[config.mk]
export PLATFORM = sky130hd
export DESIGN_NAME = kypd_emu_flat
export DESIGN_NICKNAME = d
export VERILOG_FILES = /design/src/rtl/kypd_emu_if.sv /design/src/rtl/kypd_emu.sv /design/src/flat_wrapper.sv
export SDC_FILE = /design/constraint.sdc
export NUM_CORES = 1
export LEC_CHECK = 0
export ABC_AREA = 1
export BUFFER_PORTS_ARGS = -buffer_cell sky130_fd_sc_hd__buf_2
export CORE_ASPECT_RATIO = 0.75
export CORE_MARGIN = 4
export CORE_UTILIZATION = 40
export DETAILED_ROUTE_END_ITERATION = 7
export PLACE_DENSITY_LB_ADDON = 0.15
export REMOVE_ABC_BUFFERS = 1
export SYNTH_ARGS = -nofsm -noshare
export SYNTH_HDL_FRONTEND = slang
export SYNTH_SLANG_ARGS = --single-unit
[constraint.sdc]
create_clock -name clk -period 1.3 [get_ports clk]
set_input_delay 0.26 -clock clk [delete_from_list [all_inputs] [get_ports clk]]
set_output_delay 0.26 -clock clk [all_outputs]
set_load 0.1 [all_outputs]
[src/rtl/kypd_emu_if.sv]
// Keypad emulator bus: scanner-facing col/row lines plus the key-mask command handshake.
// The master is the scanner/commander side; the slave is the emulator.
interface kypd_emu_if;
  logic [3:0]  col;
  logic [3:0]  row;
  logic        cmd_valid;
  logic [15:0] cmd_mask;
  logic        cmd_ready;
  logic        busy;
  logic        done;
  logic [15:0] pressed;

  modport master (
    output col, cmd_valid, cmd_mask,
    input  row, cmd_ready, busy, done, pressed
  );

  modport slave (
    input  col, cmd_valid, cmd_mask,
    output row, cmd_ready, busy, done, pressed
  );
endinterface

[src/rtl/kypd_emu.sv]
// Pmod KYPD responder: drives active-low rows from active-low column strobes as a
// 4x4 keypad would, holding a commanded key mask for HOLD_CYCLES then releasing for GAP_CYCLES.
module kypd_emu #(
  parameter int unsigned HOLD_CYCLES = 1000,
  parameter int unsigned GAP_CYCLES  = 1000,
  parameter bit          SYNC_EN     = 1'b0
) (
  input logic       clk,
  input logic       rst,
  kypd_emu_if.slave bus
);

  localparam int unsigned MAX_CYCLES = (HOLD_CYCLES > GAP_CYCLES) ? HOLD_CYCLES : GAP_CYCLES;
  localparam int unsigned CNT_W      = (MAX_CYCLES > 1) ? $clog2(MAX_CYCLES) : 1;
  localparam logic [CNT_W-1:0] HOLD_LOAD = CNT_W'(HOLD_CYCLES - 1);
  localparam logic [CNT_W-1:0] GAP_LOAD  = CNT_W'(GAP_CYCLES - 1);

  // Key value at nibble index (row*4 + col).
  localparam logic [63:0] KEY_MAP = 64'hDEF0_C987_B654_A321;

  typedef enum logic [1:0] {
    IDLE,
    HOLD,
    GAP
  } state_e;

  state_e            state_q, state_d;
  logic [CNT_W-1:0]  cnt_q, cnt_d;
  logic [15:0]       held_q, held_d;
  logic              done_q, done_d;
  logic              busy_q, busy_d;
  logic [3:0]        sync1_q, sync1_d;
  logic [3:0]        sync2_q, sync2_d;

  logic [3:0]        colx;
  logic [3:0]        row_o;
  logic              cmd_ready;
  logic              accept;

  // Ready is gated by rst so a command presented during reset is never taken.
  assign cmd_ready = (state_q == IDLE) && !rst;
  assign accept    = bus.cmd_valid && cmd_ready;
  assign colx      = SYNC_EN ? sync2_q : bus.col;

  always_comb begin
    state_d = state_q;
    cnt_d   = cnt_q;
    held_d  = held_q;
    done_d  = 1'b0;
    unique case (state_q)
      IDLE: begin
        if (accept) begin
          held_d  = bus.cmd_mask;
          cnt_d   = HOLD_LOAD;
          state_d = HOLD;
        end
      end
      HOLD: begin
        if (cnt_q != '0) begin
          cnt_d = cnt_q - 1'b1;
        end else begin
          held_d  = '0;
          cnt_d   = GAP_LOAD;
          state_d = GAP;
        end
      end
      GAP: begin
        if (cnt_q != '0) begin
          cnt_d = cnt_q - 1'b1;
        end else begin
          state_d = IDLE;
          done_d  = 1'b1;
        end
      end
      default: state_d = IDLE;
    endcase
    busy_d  = (state_d != IDLE);
    sync1_d = bus.col;
    sync2_d = sync1_q;
  end

  always_ff @(posedge clk) begin
    if (rst) begin
      state_q <= IDLE;
      cnt_q   <= '0;
      held_q  <= '0;
      done_q  <= 1'b0;
      busy_q  <= 1'b0;
      sync1_q <= '1;
      sync2_q <= '1;
    end else begin
      state_q <= state_d;
      cnt_q   <= cnt_d;
      held_q  <= held_d;
      done_q  <= done_d;
      busy_q  <= busy_d;
      sync1_q <= sync1_d;
      sync2_q <= sync2_d;
    end
  end

  // A row is pulled low when any strobed column crosses a held key on that row.
  always_comb begin
    logic [3:0] key;
    row_o = '1;
    key   = '0;
    for (int unsigned r = 0; r < 4; r++) begin
      for (int unsigned c = 0; c < 4; c++) begin
        key = KEY_MAP[4*(r*4+c) +: 4];
        if (held_q[key] && !colx[c]) begin
          row_o[r] = 1'b0;
        end
      end
    end
  end

  assign bus.row       = row_o;
  assign bus.cmd_ready = cmd_ready;
  assign bus.busy      = busy_q;
  assign bus.done      = done_q;
  assign bus.pressed   = held_q;

endmodule

[src/flat_wrapper.sv]
// flat-port wrapper written by rule: the top's interface ports become plain ports
module kypd_emu_flat 
#(
  parameter int unsigned HOLD_CYCLES = 1000,
  parameter int unsigned GAP_CYCLES  = 1000,
  parameter bit          SYNC_EN     = 1'b0
)
  (clk, rst, bus_col, bus_cmd_valid, bus_cmd_mask, bus_row, bus_cmd_ready, bus_busy, bus_done, bus_pressed);
  kypd_emu_if bus_i ();
  input logic clk;
  input logic rst;
  input wire logic [$bits(bus_i.col)-1:0] bus_col;
  input wire logic [$bits(bus_i.cmd_valid)-1:0] bus_cmd_valid;
  input wire logic [$bits(bus_i.cmd_mask)-1:0] bus_cmd_mask;
  output wire logic [$bits(bus_i.row)-1:0] bus_row;
  output wire logic [$bits(bus_i.cmd_ready)-1:0] bus_cmd_ready;
  output wire logic [$bits(bus_i.busy)-1:0] bus_busy;
  output wire logic [$bits(bus_i.done)-1:0] bus_done;
  output wire logic [$bits(bus_i.pressed)-1:0] bus_pressed;
  assign bus_i.col = bus_col;
  assign bus_i.cmd_valid = bus_cmd_valid;
  assign bus_i.cmd_mask = bus_cmd_mask;
  assign bus_row = bus_i.row;
  assign bus_cmd_ready = bus_i.cmd_ready;
  assign bus_busy = bus_i.busy;
  assign bus_done = bus_i.done;
  assign bus_pressed = bus_i.pressed;
  kypd_emu #(.HOLD_CYCLES(HOLD_CYCLES), .GAP_CYCLES(GAP_CYCLES), .SYNC_EN(SYNC_EN)) u_core (.clk(clk), .rst(rst), .bus(bus_i));
endmodule
==> qor.csv, run 1 <==
metric,value,unit
status,"finished, violations left",
violations,negative setup slack,
clk_latency,290,ps
fp.dieArea,5541,µm²
r2r-start,u_core.cnt_q[0],
synth-seq-cells,30,
via_per_inst,5.270,
dp_hpwl,3958,µm
yosys_warnings,0,
dpl_worst_slack,-229.6,ps
cts_tree,done,
postRouteWirelength,7569,µm
reg2reg_depth,8,
drt_first_pass_iters,4,
rsz0062_at_grt,true,
relSlewSlack,79.77,%
postCtsHoldBufs,0,
area_delta_synth_final,94.74,%
p_leak,1.579,nW
antenna_found_initial,0,
fin_tns_setup,-5577,ps
n_fill_cell,236,
critical-path-top-delay-family,buffers and inverters,
fin_area,3431,µm²
reg2reg_to,u_core.cnt_q[9],
setup_violations,34,
slowest_stage,dfxtp_2,
die_h,65.48,µm
crit_path_start,u_core.state_q[0],
finalCritPeriodShare,121.8,%
cpPeakStageDelay,330,ps
htreeDepth,2,
yosysSeqAreaShare,34.09,%
row_count,20,
clkSlewWorstSetupHoldPaths,70,ps
drv_cap,0,
syn-mean-instance-area,7.161,µm²
synth_area,1762,µm²
hold_path_depth,3,
arrival,1320,ps
crit_fanout,2,
finalHoldViolations,0,
grt_max_degree,18,
finalPower,3.901,mW
path_cells,inv_2 -> ha_4 -> inv_4 -> nor2_4 -> buf_6 -> buf_12,
reg2reg_slack,-220,ps
grt_util_all_layers,24.01,%
cts_sinks,30,
final_nets,388,
tightest_slew,303.4,ps
p_per_area,1137,nW/µm²
critPathKind,reg -> out,
fmax,631.3,MHz
ctsLongestPathBuffers,2,
grt_pass1_vias,2138,
hp-start,bus_cmd_mask[9],
synthDistinctLibCells,27,
drt_iter0_markers,147,
crit_buf_inv,4,
setup_ws,-284.0,ps
finClkSkew,4.813,ps
postRouteAntennaNets,0,
slew_viol_final,0,
place_area,2733,µm²
grt_pass1_wl,10360,µm
gp_congestion,0.8459,
insertedDiodeCount,0,
cts_buffers,5,
portBuffers,45,
syn_inst,246,
drive_gt1_share,67.22,%
core,4154,µm²
critPathLaunchType,flip-flop,
final_util,82.59,%
io_pins,46,
start_util,42.41,%
clockRootBuffer,clkbuf_8,
die_x,84.63,µm
fin_crit,1584,ps
peakVddDrop,809.7,µV
endpoint_kind,primary output,
overflow,0,
min_to,u_core.bus.pressed[9],
wl_per_cell,18.24,µm
vias,2187,
drc,0,
hp-class,in -> reg,
required,1040,ps
==> power breakdown <==
part | internal [mW] | switching [mW] | leakage (nW)
Clock | 0.427 | 0.382 | 0.0482
Combinational | 0.806 | 1.22 | 1.28
Sequential | 1.00 | 0.0609 | 0.249
==> metrics by stage <==
stage / std cells / hold WS, ps
detailed placement: 390 / 518.6
CTS: 412 / 209.6
finish: 415 / 222.3
global route: 415 / 230.4
floorplan: 242 / 322.4
global placement: 390 / 511.7
==> synth_stat cells, drive strengths merged <==
cell    number  area (µm²)
nor2        39       200.2
nand3       10       67.57
inv         30       112.6
nand4        2       18.77
dfxtp       30       600.6
buf          4       41.29
ha           6       75.07
and3         1       6.260
a221oi       4       35.03
nand2       85       381.6
o21ai       11       58.81
a21oi       23       156.4
nand3b       1       7.510
==> worst max path at each step <==
| stage | to | depth (start not counted) |
|---|---|---|
| after global routing | bus_cmd_ready | 6 |
| after global placement | u_core.cnt_q[6] | 8 |
| after detailed placement | u_core.cnt_q[5] | 8 |
| after CTS | bus_row[3] | 5 |
| final | bus_cmd_ready | 6 |
| after floorplan | bus_row[0] | 3 |
==> worst min-delay path, cell delays in order <==
cell     delay [ps]
buf_2           110
nand2_2          60
a21oi_2          40
==> metal layers <==
metal	global-route usage, %	vias up	share of wire, %
li1	-	1007	-
met1	29.40	1057	40
met2	41.70	96	51
met3	5.263	27	5.7
met4	8.498	0	3.5
met5	0	-	0
==> final cells by class <==
cell class	instances	area, µm²	share of cell area [%]
well taps	55	68.82	2.006
repair buffers	108	1092	31.84
clock buffers	7	86.33	2.516
flip-flops and latches	30	609.3	17.76
clock inverters	1	5.005	0.1459
inverters	30	122.6	3.574
multi-input cells	184	1446	42.16
==> cells in the final DEF (no fill, tap or decap), types with 7 or more instances in the layout <==
| cell | n |
|---|---|
| a21oi_2 | 17 |
| buf_12 | 23 |
| buf_2 | 22 |
| buf_4 | 50 |
| buf_6 | 13 |
| dfxtp_1 | 23 |
| dfxtp_2 | 7 |
| inv_1 | 15 |
| inv_2 | 11 |
| nand2_1 | 36 |
| nand2_2 | 26 |
| nand2_4 | 23 |
| nor2_1 | 24 |
| nor2_4 | 8 |
==> repair_timing <==
item / 4_1_cts / 5_1_grt
endpoints found under the setup margin: 34 / 35
setup buffers: 13 / 8
gates resized for setup: 87 / 48
cloned: 3 / 0
pin swaps: 31 / 31
==> registers in the layout (all words and copies together), names as in the netlist <==
name	count
u_core.bus.pressed	16
u_core.cnt_q	10
u_core.state_q	2
u_core.bus.busy	1
u_core.bus.done	1
==> cells by family after synthesis <==
kind of cell	Yosys count	share of synthesized area, %
adders and majority gates	6	4.261
DFF	30	34.09
and+or+nand+nor	138	38.71
buffers and inverters	34	8.736
AOI/OAI and AO/OA	38	14.20
No activity file was read; power rests on OpenSTA's default activity.
==> run 2: changes to the inputs <==
ABC_AREA = not set   (was 1)
CORE_MARGIN = 2   (was 4)
==> qor.csv, run 2 <==
metric,value,unit
status,"finished, violations left",
violations,negative setup slack,
reg2reg_to,u_core.bus.pressed[6],
gp_congestion,0.9895,
fin_hold_ws,191.3,ps
die_x,74.33,µm
synthFlopType,dfxtp_1,
slew_viol_final,0,
drt_iter0_markers,119,
drt_first_pass_iters,4,
yosysMostFrequentCell,dfxtp_1,
grt_pass1_wl,8252,µm
rsz0062_at_grt,true,
dp_hpwl,3542,µm
grt_pass1_vias,1723,
hp-class,in -> reg,
die_h,56.75,µm
final_common_cell,buf_4,
overflow,0,
crit_end,u_core.bus.pressed[6],
area_delta_synth_final,97.98,%
final_nets,295,
n_fill_cell,208,
finalHoldViolations,0,
critPathLaunchType,flip-flop,
r2r-start,u_core.cnt_q[7],
clockRootBuffer,clkbuf_8,
portBuffers,45,
cts_sinks,30,
postCtsHoldBufs,0,
postRouteWirelength,5926,µm
finalCritPeriodShare,136.9,%
postRouteAntennaNets,0,
yosys_warnings,0,
synth_common_cells,"dfxtp_1, a22o_1, inv_1",
finalPower,3.904,mW
synth_edf_count,0,
peakVddDrop,833.7,µV
p_leak,1.289,nW
fin_crit,1780,ps
mostFrequentLayoutCells,"buf_4, buf_12, buf_2",
cts_tree,done,
p_per_area,1329,nW/µm²
fmax,561.7,MHz
synthDistinctLibCells,43,
via_per_inst,5.527,
yosysSeqAreaShare,40.47,%
clkSlewWorstSetupHoldPaths,60,ps
synth-seq-cells,30,
crit_fanout,8,
synth_top_area_share,40.47,%
required,1460,ps
drv_cap,0,
drive_gt1_share,64.79,%
io_pins,46,
core,3613,µm²
row_count,19,
vias,1763,
seq_area,619.3,µm²
reg2reg_slack,-480,ps
syn-mean-instance-area,9.574,µm²
relSlewSlack,73.79,%
ctsLongestPathBuffers,2,
arrival,1940,ps
wl_per_cell,18.58,µm
antenna_found_initial,0,
reg2reg_depth,6,
setup_violations,34,
synth_area,1484,µm²
multi_input_comb_area,1005,µm²
fp.dieArea,4218,µm²
cts_buffers,5,
endpoint_kind,flip-flop,
crit_path_start,u_core.cnt_q[7],
syn_inst,155,
grt_max_degree,17,
synthTopCellsByArea,"dfxtp_1, a22o_1, ha_1",
grt_util_all_layers,26.05,%
async_flop_share,0,%
clk_latency,280,ps
drc,0,
critPathKind,reg -> reg,
largest_reg_flops,16,
finClkSkew,3.618,ps
start_util,41.07,%
synth_largest_area_cell,dfxtp_1,
tightest_slew,389.1,ps
insertedDiodeCount,0,
setup_ws,-480.2,ps
htreeDepth,2,
-- run 2: how the worst min path moves through the flow --
stage / startpoint / to / slack, ps / cells after the start
after CTS: bus_cmd_mask[13] / u_core.bus.pressed[13] / 190 / 2
final: bus_cmd_mask[2] / u_core.bus.pressed[2] / 190 / 2
after floorplan: rst / u_core.cnt_q[2] / 320 / 1
after global routing: bus_cmd_mask[12] / u_core.bus.pressed[12] / 190 / 2
after detailed placement: u_core.cnt_q[3] / u_core.cnt_q[3] / 470 / 1
after global placement: bus_cmd_mask[15] / u_core.bus.pressed[15] / 470 / 2
-- run 2: cell families (layout without fill, tap and decap cells) --
| logic type | count (synthesis) | after routing | share of synthesized area (%) |
|---|---|---|---|
| AO/OA/AOI/OAI | 63 | 63 | 31.62 |
| adder cells (fa/ha/maj) | 6 | 6 | 5.059 |
| buffers and inverters | 19 | 130 | 6.324 |
| flip-flops | 30 | 30 | 40.47 |
| AND/OR/NAND/NOR | 37 | 38 | 16.53 |
-- run 2: cell type report --
cell class                 count  share of cell area (%)
multi-input combinational    107                   34.20
clock inverter                 1                  0.1704
timing repair buffer         109                   37.65
tap                           52                   2.215
sequential                    30                   21.08
inverter                      13                   1.746
clock buffer                   7                   2.939
-- run 2: power by group --
| part | switching (mW) | internal, mW |
|---|---|---|
| Clock | 0.350 | 0.427 |
| Combinational | 1.14 | 0.880 |
| Sequential | 0.0863 | 1.02 |
-- run 2: through the flow --
| step | setup WS (ps) | instance area, µm² | util [%] | std cells | setup TNS, ps |
|---|---|---|---|---|---|
| final | -480.2 | 2938 | 81.30 | 319 | -13180 |
| after detailed placement | -494.8 | 2475 | 68.49 | 296 | -13240 |
| after CTS | -430.9 | 2763 | 76.45 | 312 | -12070 |
| after floorplan | -2183 | 1439 | - | 149 | -33300 |
| after global placement | -452.1 | 2475 | 68.49 | 296 | -11420 |
| after global routing | -513.2 | 2938 | 81.30 | 319 | -14690 |
-- run 2: worst max-delay path, cell delays in order, from the launching register on --
cell and delay, ps:
dfxtp_2 340, nor4_4 350, nand4_4 210, buf_12 180
a21oi_4 230, nor2_4 110, a22o_1 230
-- run 2: layer usage --
metal  routed length [µm]  vias to the layer above  track usage, %
li1                     -                      810               -
met3                  268                       10           5.386
met2                 3066                       66           44.01
met5                    0                        -               0
met4                   94                        0           6.633
met1                 2497                      877           33.70
-- run 2: repair_timing --
action / 4_1_cts / 5_1_grt
cloned: 1 / 0
endpoints found under the setup margin: 34 / 34
pin swaps: 31 / 23
gates resized for setup: 44 / 31
setup buffers: 7 / 7
==> run 3: changes to the inputs <==
ABC_CLOCK_PERIOD_IN_PS = 1300   (was not set)
REMOVE_ABC_BUFFERS = not set   (was 1)
SLEW_MARGIN = 20   (was not set)
==> qor.csv, run 3 (synthesis results as in run 2) <==
metric,value,unit
relSlewSlack,72.56,%
finClkSkew,5.532,ps
htreeDepth,2,
drv_cap,0,
drive_gt1_share,65.89,%
insertedDiodeCount,0,
grt_util_all_layers,27.55,%
die_h,56.75,µm
final_util,78.88,%
vias,1684,
mostFrequentLayoutCells,"buf_4, buf_2, buf_12",
hold_path_depth,2,
grt_pass1_vias,1769,
grt_max_degree,17,
setup_violations,35,
setup_ws,-409.1,ps
finalPower,3.743,mW
start_util,41.07,%
fp.dieArea,4218,µm²
dp_hpwl,3630,µm
critPathLaunchType,flip-flop,
clockRootBuffer,clkbuf_8,
postRouteWirelength,5704,µm
clkSlewWorstSetupHoldPaths,60,ps
gr-max-usage-layer,met2,
endpoint_kind,flip-flop,
gr-usage-met1,32.31,%
largest_reg_flops,16,
drt_iter0_markers,160,
drt_first_pass_iters,4,
synth_nets,184,
multi_input_comb_area,1006,µm²
cts_sinks,30,
fmax,585.1,MHz
reg2reg_depth,7,
tightest_slew,410.7,ps
fin_crit,1709,ps
seq_area,648.1,µm²
finalHoldViolations,0,
overflow,0,
antenna_found_initial,0,
grt_pass1_wl,8638,µm
arrival,1910,ps
cts_tree,done,
core,3613,µm²
final_nets,286,
cts_buffers,5,
required,1500,ps
use_met2,47.45,%
row_count,19,
crit_fanout,6,
postCtsHoldBufs,0,
final_common_cell,buf_4,
wl_per_cell,18.40,µm
critPathKind,reg -> reg,
slew_viol_final,0,
ctsLongestPathBuffers,2,
met3_usage,7.002,%
portBuffers,45,
io_pins,46,
area_delta_synth_final,92.07,%
n_fill_cell,221,
status,"finished, violations left",
hp-class,in -> reg,
fin_hold_ws,176.4,ps
postRouteAntennaNets,0,
gp_congestion,0.8714,
clk_latency,290,ps
rsz0062_at_grt,true,
p_leak,1.236,nW
peakVddDrop,873.2,µV
via_per_inst,5.432,
drc,0,
die_x,74.33,µm
violations,negative setup slack,
finalCritPeriodShare,131.5,%
p_per_area,1313,nW/µm²
==> run 3: cell count changes in the layout (fill, tap and decap cells not counted), sizes merged <==
cell	previous run	this run
buf	109	100
clkbuf	7	9
clkinv	1	0
nor2	10	9
==> run 3: stage by stage <==
stage	TNS (ps)	cell area, µm²	worst slack [ps]	std cells
2_1_floorplan	-10990	1594	-493.0	155
3_3_place_gp	-10690	2465	-419.1	288
3_5_place_dp	-12590	2465	-483.8	288
4_1_cts	-10520	2746	-385.0	305
5_1_grt	-12690	2850	-471.9	310
6_report	-10300	2850	-409.1	310
==> run 3: report_power, final <==
part / internal (mW) / total, mW / switching (mW)
clock network: 0.380 / 0.726 / 0.347
logic: 0.810 / 1.90 / 1.09
registers: 1.02 / 1.11 / 0.0967
total: 2.21 / 3.74 / 1.54
==> run 3: final timing paths <==
path              slack (ps)             start                endpoint
hold reg to reg          500   u_core.cnt_q[0]         u_core.cnt_q[0]
hold / removal           180  bus_cmd_mask[11]  u_core.bus.pressed[11]
setup reg to reg        -410   u_core.cnt_q[7]         u_core.bus.busy
setup / recovery        -410   u_core.cnt_q[7]         u_core.bus.busy
==> run 3: final cells by class <==
cell class | count | area share (%)
multi-input combinational | 106 | 35.29
sequential | 30 | 22.74
tap | 52 | 2.283
timing repair buffer | 101 | 34.99
inverter | 13 | 1.888
clock buffer | 8 | 2.809
==> run 3: timing repair <==
item	in CTS	in global routing
setup endpoints to repair	35	36
cloned	0	1
pin swaps	12	6
buffers inserted	9	4
resized for setup	36	15
==> run 3: routing by layer <==
layer  vias to the layer above  part of all wire (%)
met3                        21                   5.7
met5                         -                     0
met1                       808                    40
met2                        71                    51
li1                        784                     -
met4                         0                   3.0
==> run 3: worst max-delay path: stages (launching register included) <==
cell and delay [ps]:
dfxtp_2 330, nor4_4 360, nand4_4 200, buf_4 200, buf_6 120, a21boi_4 160, a21oi_4 50, a211oi_2 200
